File: src/rtl/ramwb_delay_arbiter_pkg.sv
// Shared encodings for the delayed SDRAM Wishbone arbiter.
package ramwb_delay_arbiter_pkg;

    typedef enum logic [1:0] {
        IDLE    = 2'd0,
        DELAY   = 2'd1,
        XFER    = 2'd2,
        RELEASE = 2'd3
    } state_t;

    localparam logic [1:0] GNT_NONE = 2'b00;
    localparam logic [1:0] GNT_M0   = 2'b01;
    localparam logic [1:0] GNT_M1   = 2'b10;

    localparam int BEAT_W = 4;

    // Cache-inhibited accesses are single beats; cacheable ones fill a line.
    function automatic logic [BEAT_W-1:0] burst_len(input logic ci, input int unsigned line_beats);
        return ci ? BEAT_W'(1) : BEAT_W'(line_beats);
    endfunction

endpackage

File: src/rtl/ramwb_delay_arbiter_rr_arb2.sv
// Two-requester round-robin arbiter; last_gnt=1 means m1 was served last.
module rr_arb2
    import ramwb_delay_arbiter_pkg::*;
(
    input  logic [1:0] req,
    input  logic       last_gnt,
    output logic [1:0] gnt
);

    always_comb begin
        gnt = GNT_NONE;
        if (req == 2'b11) begin
            gnt = last_gnt ? GNT_M0 : GNT_M1;
        end else if (req[0]) begin
            gnt = GNT_M0;
        end else if (req[1]) begin
            gnt = GNT_M1;
        end
    end

endmodule

File: src/rtl/ramwb_delay_arbiter.sv
// Shares one SDRAM Wishbone slave between the or1200 data (m0) and instruction
// (m1) BIUs, inserting a programmable wait before every granted transaction.
module ramwb_delay_arbiter
    import ramwb_delay_arbiter_pkg::*;
#(
    parameter int AW         = 32,
    parameter int DW         = 32,
    parameter int LINE_BEATS = 8,
    parameter int DLY_W      = 16
) (
    input  logic             clk,
    input  logic             rst,
    input  logic             en,
    input  logic [DLY_W-1:0] cfg_delay,

    input  logic             m0_cyc_i,
    input  logic             m0_stb_i,
    input  logic             m0_we_i,
    input  logic             m0_ci_i,
    input  logic [AW-1:0]    m0_adr_i,
    input  logic [DW-1:0]    m0_dat_i,
    output logic [DW-1:0]    m0_dat_o,
    output logic             m0_ack_o,

    input  logic             m1_cyc_i,
    input  logic             m1_stb_i,
    input  logic             m1_we_i,
    input  logic             m1_ci_i,
    input  logic [AW-1:0]    m1_adr_i,
    input  logic [DW-1:0]    m1_dat_i,
    output logic [DW-1:0]    m1_dat_o,
    output logic             m1_ack_o,

    output logic             s_cyc_o,
    output logic             s_stb_o,
    output logic             s_we_o,
    output logic [AW-1:0]    s_adr_o,
    output logic [DW-1:0]    s_dat_o,
    input  logic [DW-1:0]    s_dat_i,
    input  logic             s_ack_i,

    output logic [1:0]       gnt_o,
    output logic             busy_o
);

    state_t            state_q, state_d;
    logic [1:0]        gnt_q, gnt_d;
    logic              last_gnt_q, last_gnt_d;
    logic              we_q, we_d;
    logic [BEAT_W-1:0] beats_q, beats_d;
    logic [DLY_W-1:0]  cnt_q, cnt_d;
    logic              s_cyc_q, s_cyc_d;
    logic              s_we_q, s_we_d;

    logic [1:0]        req;
    logic [1:0]        arb_gnt;
    logic              gnt_cyc;
    logic              xfer_ack;
    logic              sel_we;
    logic              sel_ci;

    assign req = {m1_cyc_i & m1_stb_i, m0_cyc_i & m0_stb_i};

    rr_arb2 u_arb (
        .req      (req),
        .last_gnt (last_gnt_q),
        .gnt      (arb_gnt)
    );

    // Granted master still holding cyc; losing it aborts DELAY or XFER.
    assign gnt_cyc  = (gnt_q[0] & m0_cyc_i) | (gnt_q[1] & m1_cyc_i);
    assign xfer_ack = s_ack_i & gnt_cyc & (state_q == XFER);
    assign sel_we   = arb_gnt[1] ? m1_we_i : m0_we_i;
    assign sel_ci   = arb_gnt[1] ? m1_ci_i : m0_ci_i;

    always_comb begin
        state_d    = state_q;
        gnt_d      = gnt_q;
        last_gnt_d = last_gnt_q;
        we_d       = we_q;
        beats_d    = beats_q;
        cnt_d      = cnt_q;
        s_cyc_d    = s_cyc_q;
        s_we_d     = s_we_q;

        case (state_q)
            IDLE: begin
                if (|req) begin
                    gnt_d   = arb_gnt;
                    we_d    = sel_we;
                    beats_d = burst_len(sel_ci, LINE_BEATS);
                    cnt_d   = en ? cfg_delay : '0;
                    state_d = DELAY;
                end
            end
            DELAY: begin
                if (!gnt_cyc) begin
                    state_d = RELEASE;
                end else if (cnt_q != '0) begin
                    cnt_d = cnt_q - DLY_W'(1);
                end else begin
                    state_d = XFER;
                    s_cyc_d = 1'b1;
                    s_we_d  = we_q;
                end
            end
            XFER: begin
                if (!gnt_cyc) begin
                    state_d = RELEASE;
                    s_cyc_d = 1'b0;
                    s_we_d  = 1'b0;
                end else if (s_ack_i) begin
                    beats_d = beats_q - BEAT_W'(1);
                    if (beats_q == BEAT_W'(1)) begin
                        state_d = RELEASE;
                        s_cyc_d = 1'b0;
                        s_we_d  = 1'b0;
                    end
                end
            end
            RELEASE: begin
                s_cyc_d    = 1'b0;
                s_we_d     = 1'b0;
                last_gnt_d = gnt_q[1];
                gnt_d      = GNT_NONE;
                state_d    = IDLE;
            end
            default: begin
                state_d = IDLE;
                s_cyc_d = 1'b0;
                s_we_d  = 1'b0;
                gnt_d   = GNT_NONE;
            end
        endcase
    end

    always_ff @(posedge clk) begin
        if (rst) begin
            state_q    <= IDLE;
            gnt_q      <= GNT_NONE;
            last_gnt_q <= 1'b1;
            we_q       <= 1'b0;
            beats_q    <= '0;
            cnt_q      <= '0;
            s_cyc_q    <= 1'b0;
            s_we_q     <= 1'b0;
        end else begin
            state_q    <= state_d;
            gnt_q      <= gnt_d;
            last_gnt_q <= last_gnt_d;
            we_q       <= we_d;
            beats_q    <= beats_d;
            cnt_q      <= cnt_d;
            s_cyc_q    <= s_cyc_d;
            s_we_q     <= s_we_d;
        end
    end

    always_comb begin
        s_adr_o = '0;
        s_dat_o = '0;
        if (gnt_q[1]) begin
            s_adr_o = m1_adr_i;
            s_dat_o = m1_dat_i;
        end else if (gnt_q[0]) begin
            s_adr_o = m0_adr_i;
            s_dat_o = m0_dat_i;
        end
    end

    assign s_cyc_o  = s_cyc_q;
    assign s_stb_o  = s_cyc_q;
    assign s_we_o   = s_we_q;
    assign gnt_o    = gnt_q;
    assign busy_o   = (state_q != IDLE);
    assign m0_ack_o = xfer_ack & gnt_q[0];
    assign m1_ack_o = xfer_ack & gnt_q[1];
    assign m0_dat_o = s_dat_i;
    assign m1_dat_o = s_dat_i;

endmodule
File: config.mk
export PLATFORM = sky130hd
export DESIGN_NAME = ramwb_delay_arbiter
export DESIGN_NICKNAME = d
export VERILOG_FILES = /design/src/rtl/ramwb_delay_arbiter_pkg.sv /design/src/rtl/ramwb_delay_arbiter_rr_arb2.sv /design/src/rtl/ramwb_delay_arbiter.sv
export SDC_FILE = /design/constraint.sdc
export NUM_CORES = 1
export LEC_CHECK = 0
export ABC_AREA = 1
export CORE_AREA = 2 2 127 129
export CTS_CLUSTER_SIZE = 30
export DETAILED_ROUTE_END_ITERATION = 10
export DIE_AREA = 0 0 129 131
export PLACE_DENSITY = 0.7
export SYNTH_ARGS = -nofsm -noshare
export SYNTH_HDL_FRONTEND = slang
export SYNTH_SLANG_ARGS = --single-unit
File: constraint.sdc
create_clock -name clk -period 3.65 [get_ports clk]
set_input_delay 0.5475 -clock clk [delete_from_list [all_inputs] [get_ports clk]]
set_output_delay 0.5475 -clock clk [all_outputs]
set_load 0.02 [all_outputs]
Word level (Yosys, flattened, before mapping)

Cells that the tools add are included.

Add/subtract/negate cells: 2
Equal/unequal tests: 14
Mux-type cells: 38
Bitwise gates (word level): 9
Reductions and logical operators: 14

Operator list:

| operator                                                                | number |
|---|---|
| 32-bit 2-to-1 mux                                                       | 4 |
| 16-bit 2-to-1 mux                                                       | 4 |
| 16-bit one-hot mux with 2 select lines                                  | 1 |
| 2-bit 2-to-1 mux                                                        | 11 |
| 4-bit 2-to-1 mux                                                        | 4 |
| 16-bit nonzero test                                                     | 1 |
| 16-bit by 1-bit subtractor with 16-bit output, second input constant    | 1 |
| 2-bit inequality test, second input constant                            | 6 |
| 4-bit AND reduction                                                     | 3 |
| 1-bit 2-to-1 mux                                                        | 9 |
| 1-bit bitwise AND                                                       | 8 |
| 2-bit one-hot mux with 4 select lines                                   | 1 |
| 4-bit one-hot mux with 2 select lines                                   | 1 |
| 2-bit nonzero test                                                      | 4 |
| 2-bit == test, second input constant                                    | 3 |
| 3-bit inequality test, second input constant                            | 2 |
| 1-bit one-hot mux with 3 select lines                                   | 2 |
| 5-bit AND reduction                                                     | 1 |
| 4-bit by 1-bit == test with 1-bit output, second input constant         | 1 |
| 2-bit one-hot mux with 2 select lines                                   | 1 |
| 2-bit AND reduction                                                     | 2 |
| 4-bit by 1-bit subtractor with 4-bit output, second input constant      | 1 |
| 3-bit by 2-bit inequality test with 1-bit output, second input constant | 1 |
| 3-bit nonzero test                                                      | 1 |
| 4 further kinds                                                         | 4 |

Flip-flop bits (word level): 28
Input bits: 188
Output and inout port bits: 136
Logic and storage cells: 85

Logic depth before layout (Yosys ltp)

Depth in word-level cells: 8
Mapped depth: 11
Depth with buffers taken out: 11

Modules after synthesis

From an unflattened synthesis, not the netlist that was laid out.

Cell total of the unflattened synthesis: 631
Area, all modules: 3400.8 um^2

Modules (own cells, without submodules):

| module              | instances | cells each | area an instance (um^2) | seq. area each (um^2) |
|---|---|---|---|---|
| ramwb_delay_arbiter | 1         | 626        | 3379.5                  | 560.5 |
| rr_arb2             | 1         | 5          | 21.3                    | 0.0 |

Worst setup path before layout

No wires, ideal clock.

Kind: register -> output
From: register gnt_q[0] (netlist: gnt_o[0])
To: output port m0_ack_o
Arrival time: 1.420 ns
Required time: 3.102 ns
Slack: 1.682 ns
Cell stages (with the launch flop): 5
Buffers on the path: 2
Cells stage by stage: dfxtp_1 clkbuf_1 buf_1 inv_1 nor2_1

Word-level cells in the longest chain between the ends: 5

Ends and longest elaborated chain:

| element                        | line                       | RTL |
|---|---|---|
| from (decl)                    | ramwb_delay_arbiter.sv:47  | `logic [1:0] gnt_q, gnt_d;` |
| from (signal assigned)         | ramwb_delay_arbiter.sv:149 | `gnt_q <= gnt_d;` |
| 1-bit bitwise AND              | ramwb_delay_arbiter.sv:71  | `assign gnt_cyc = (gnt_q[0] & m0_cyc_i) \| (gnt_q[1] & m1_cyc_i);` |
| 1-bit bitwise OR               | ramwb_delay_arbiter.sv:71  |  |
| 1-bit bitwise AND (2 in a row) | ramwb_delay_arbiter.sv:72  | `assign xfer_ack = s_ack_i & gnt_cyc & (state_q == XFER);` |
| 1-bit bitwise AND (*)          | ramwb_delay_arbiter.sv:176 | `assign m0_ack_o = xfer_ack & gnt_q[0];` |
| to (decl)                      | ramwb_delay_arbiter.sv:23  | `output logic m0_ack_o,` |

Every way passes the cells marked *; elsewhere a longest branch is shown, timed or not.

Worst setup path after layout

From: register gnt_q[1] (netlist: gnt_o[1])
To: output port m1_ack_o

Word-level cells in the longest chain between the ends: 5

Ends and longest elaborated chain:

| element                        | line                       | RTL |
|---|---|---|
| 1-bit bitwise AND              | ramwb_delay_arbiter.sv:71  |  |
| 1-bit bitwise OR               | ramwb_delay_arbiter.sv:71  |  |
| 1-bit bitwise AND (2 in a row) | ramwb_delay_arbiter.sv:72  |  |
| 1-bit bitwise AND (*)          | ramwb_delay_arbiter.sv:177 | `assign m1_ack_o = xfer_ack & gnt_q[1];` |
| to (decl)                      | ramwb_delay_arbiter.sv:32  | `output logic m1_ack_o,` |

Marks and branches as above.

==> impl_metrics.tcl <==
set metrics [dict create \
    whs_ns 0.464 \
    die_w_um 129 \
    fin_worst_skew_ns 0.0124 \
    coreArea_um2 15600 \
    min_period_over_period_pct 80.3 \
    synth.area.top_cells "nand2_1, dfxtp_1, buf_4, nand3_1, nor2_1" \
    insertion_delay_ns 0.28 \
    port_buffers 227 \
    ys_ff_latch 28 \
    root_buffer "clkbuf_16" \
    dp_hpwl_um 10800 \
    fin_cells 973 \
    grt_pass1_vias 3463 \
    worst_slew_pin_slew_ns 0.831 \
    totalNegativeSetupSlack_ns 0 \
    ios 324 \
    synthesis.nets 809 \
    nFillCells 1716 \
    peakVddDrop_uv 263 \
    synth_area_leader_cell "nand2_1" \
    final_common_cell "nand2_1" \
    drive_above_1_share_pct 3.70 \
    fp-row-count 46 \
    relSlewSlack_pct 44.5 \
    grt_max_degree 69 \
    post-place-ws_ns 0.909 \
    startpoint_type "register" \
    yosys_warnings 0 \
    fmax_ghz 0.341 \
    slowest_delay_ns 0.62 \
    syn_inst 614 \
    synth_top_area_share_pct 27.0 \
    postCtsHoldBufs 0 \
    numClockSinks 28 \
    leakagePower_uw 0.00246 \
    area_delta_synth_final_pct 62.6 \
    totalWireLength_um 13000 \
    worst-setup-path-type "register to output pin" \
    min_path_type "register to register" \
    grt_usage_pct 14.0 \
    nets 953 \
    num_antenna_cells 0 \
    setup_viol 0 \
    fin_ws_ns 0.721 \
    report.final.slew_viol_count 0 \
    rsz0062_at_grt "no" \
    mostFrequentLayoutCells "nand2_1, clkdlybuf4s50_1, nand3_1" \
    path_cells "buf_4 -> nand2_1 -> nand2_1 -> nand3_1 -> nor2_1 -> clkdlybuf4s50_1" \
    vias 4116 \
    fin_crit_ns 2.93 \
    dp.cells 969 \
    synth_area_um2 3340 \
    status "finished clean" \
    fp.dieArea_um2 16900 \
    cts_made_buffers 3 \
    postCtsSetupBuffers 0 \
    cts.reportedPaths.clkPinSlew_ns 0.07 \
    antenna_found_initial 1 \
    fin_util_pct 34.8 \
    clockBufferDepth 2 \
    ys.flop_type "dfxtp_1" \
    cp.required_ns 3.10 \
    htreeDepth 1 \
    synthArstFlopShare_pct 0 \
    dr.pass1.iters 5 \
    grt-ovfl-total 0 \
    slowest_stage "clkdlybuf4s50_1" \
    wl_per_cell_um 13.4 \
    drtIter0Drc 214 \
    yosysSeqAreaShare_pct 16.8 \
    crit_top_cell "nand2_1" \
    drc 0 \
    hold_viol 0 \
    grt_pass1_wl_um 18600 \
    gp_congestion 0.842 \
    antenna_left 0 \
    power.density_nw_per_um2 485 \
    ys_types 27 \
    initial_core_util_pct 21.4 \
    synth_area_per_cell_um2 5.44 \
    cts_tree "yes" \
    timing.critical_path.to_type "output pin" \
    worstPathArrival_ns 2.38 \
    vias_per_cell 4.23 \
    cap_violations 0 \
    synth_enable_flop_cells 0 \
    die_height_um 131 \
    cp_max_fo 68 \
    cts_resized 0 \
]
kinds of logic (layout without fill, tap and decap cells):
kind of cell    count (synthesis)  in the layout  synth area share, %
xor+xnor                        3              3                0.787
fa+ha+maj                       7              7                 2.62
simple gates                  406            406                 51.3
flops                          28             28                 16.8
buf+inv                       135            278                 23.2
compound gates                 35             35                 5.40
final timing paths:
path	depth (start not counted)	slack [ns]	startpoint	endpoint
max	6	0.72	gnt_o[1]	m1_ack_o
min reg2reg	2	0.46	s_we_o	s_we_o
max reg2reg	9	1.32	gnt_o[1]	cnt_q[11]
min	2	0.46	s_we_o	s_we_o
worst max-delay path: cells and delay by family, from the launching register on:
family | cells | cell delay, ns
flip-flops | 1 | 0.33
buffers and inverters | 2 | 1.13
AND/OR/NAND/NOR | 4 | 0.64
registers in the layout, indices dropped and copies added, names as in the netlist:
signal,count
cnt_q,16
s_cyc_o,1
last_gnt_q,1
beats_q,4
gnt_o,2
state_q,2
s_we_o,1
we_q,1
cells in the mapped netlist (3+ instances only):
| cell | number |
|---|---|
| a21oi_1 | 13 |
| ha_1 | 7 |
| inv_1 | 39 |
| dfxtp_1 | 28 |
| o21ai_0 | 20 |
| buf_1 | 7 |
| buf_2 | 3 |
| nor2_1 | 57 |
| buf_4 | 65 |
| nor3_1 | 3 |
| nand2_1 | 240 |
| nand4_1 | 4 |
| nor2_2 | 6 |
| clkbuf_1 | 18 |
| nand3_1 | 89 |
through the flow:
stage	power, uW	area (um2)
global route	2900	5430
CTS	2650	5430
global placement	2280	5330
finish	2630	5430
detailed placement	2300	5330
floorplan	1850	3340
power by group:
group | total (uW) | internal (uW) | switching (uW)
Combinational | 1800 | 730 | 1070
Clock | 335 | 219 | 116
Sequential | 496 | 410 | 86.2
layout make-up:
class / instances / area, um2 / area share [%]
clock buffer: 3 / 75.1 / 1.38
tap: 216 / 270 / 4.98
timing repair buffer: 234 / 2340 / 43.0
sequential: 28 / 563 / 10.4
multi-input combinational: 451 / 2010 / 36.9
inverter: 40 / 150 / 2.76
clock inverter: 1 / 30.0 / 0.553
per-layer routing:
metal | wire, um | share of wire [%] | global-route usage, %
met1 | 5590 | 43 | 18.7
met2 | 6250 | 48 | 22.9
met3 | 1130 | 8.6 | 4.80
met4 | 70 | 0.54 | 1.09
met5 | 13 | 0.10 | 0
No activity file was read; power rests on OpenSTA's default activity.
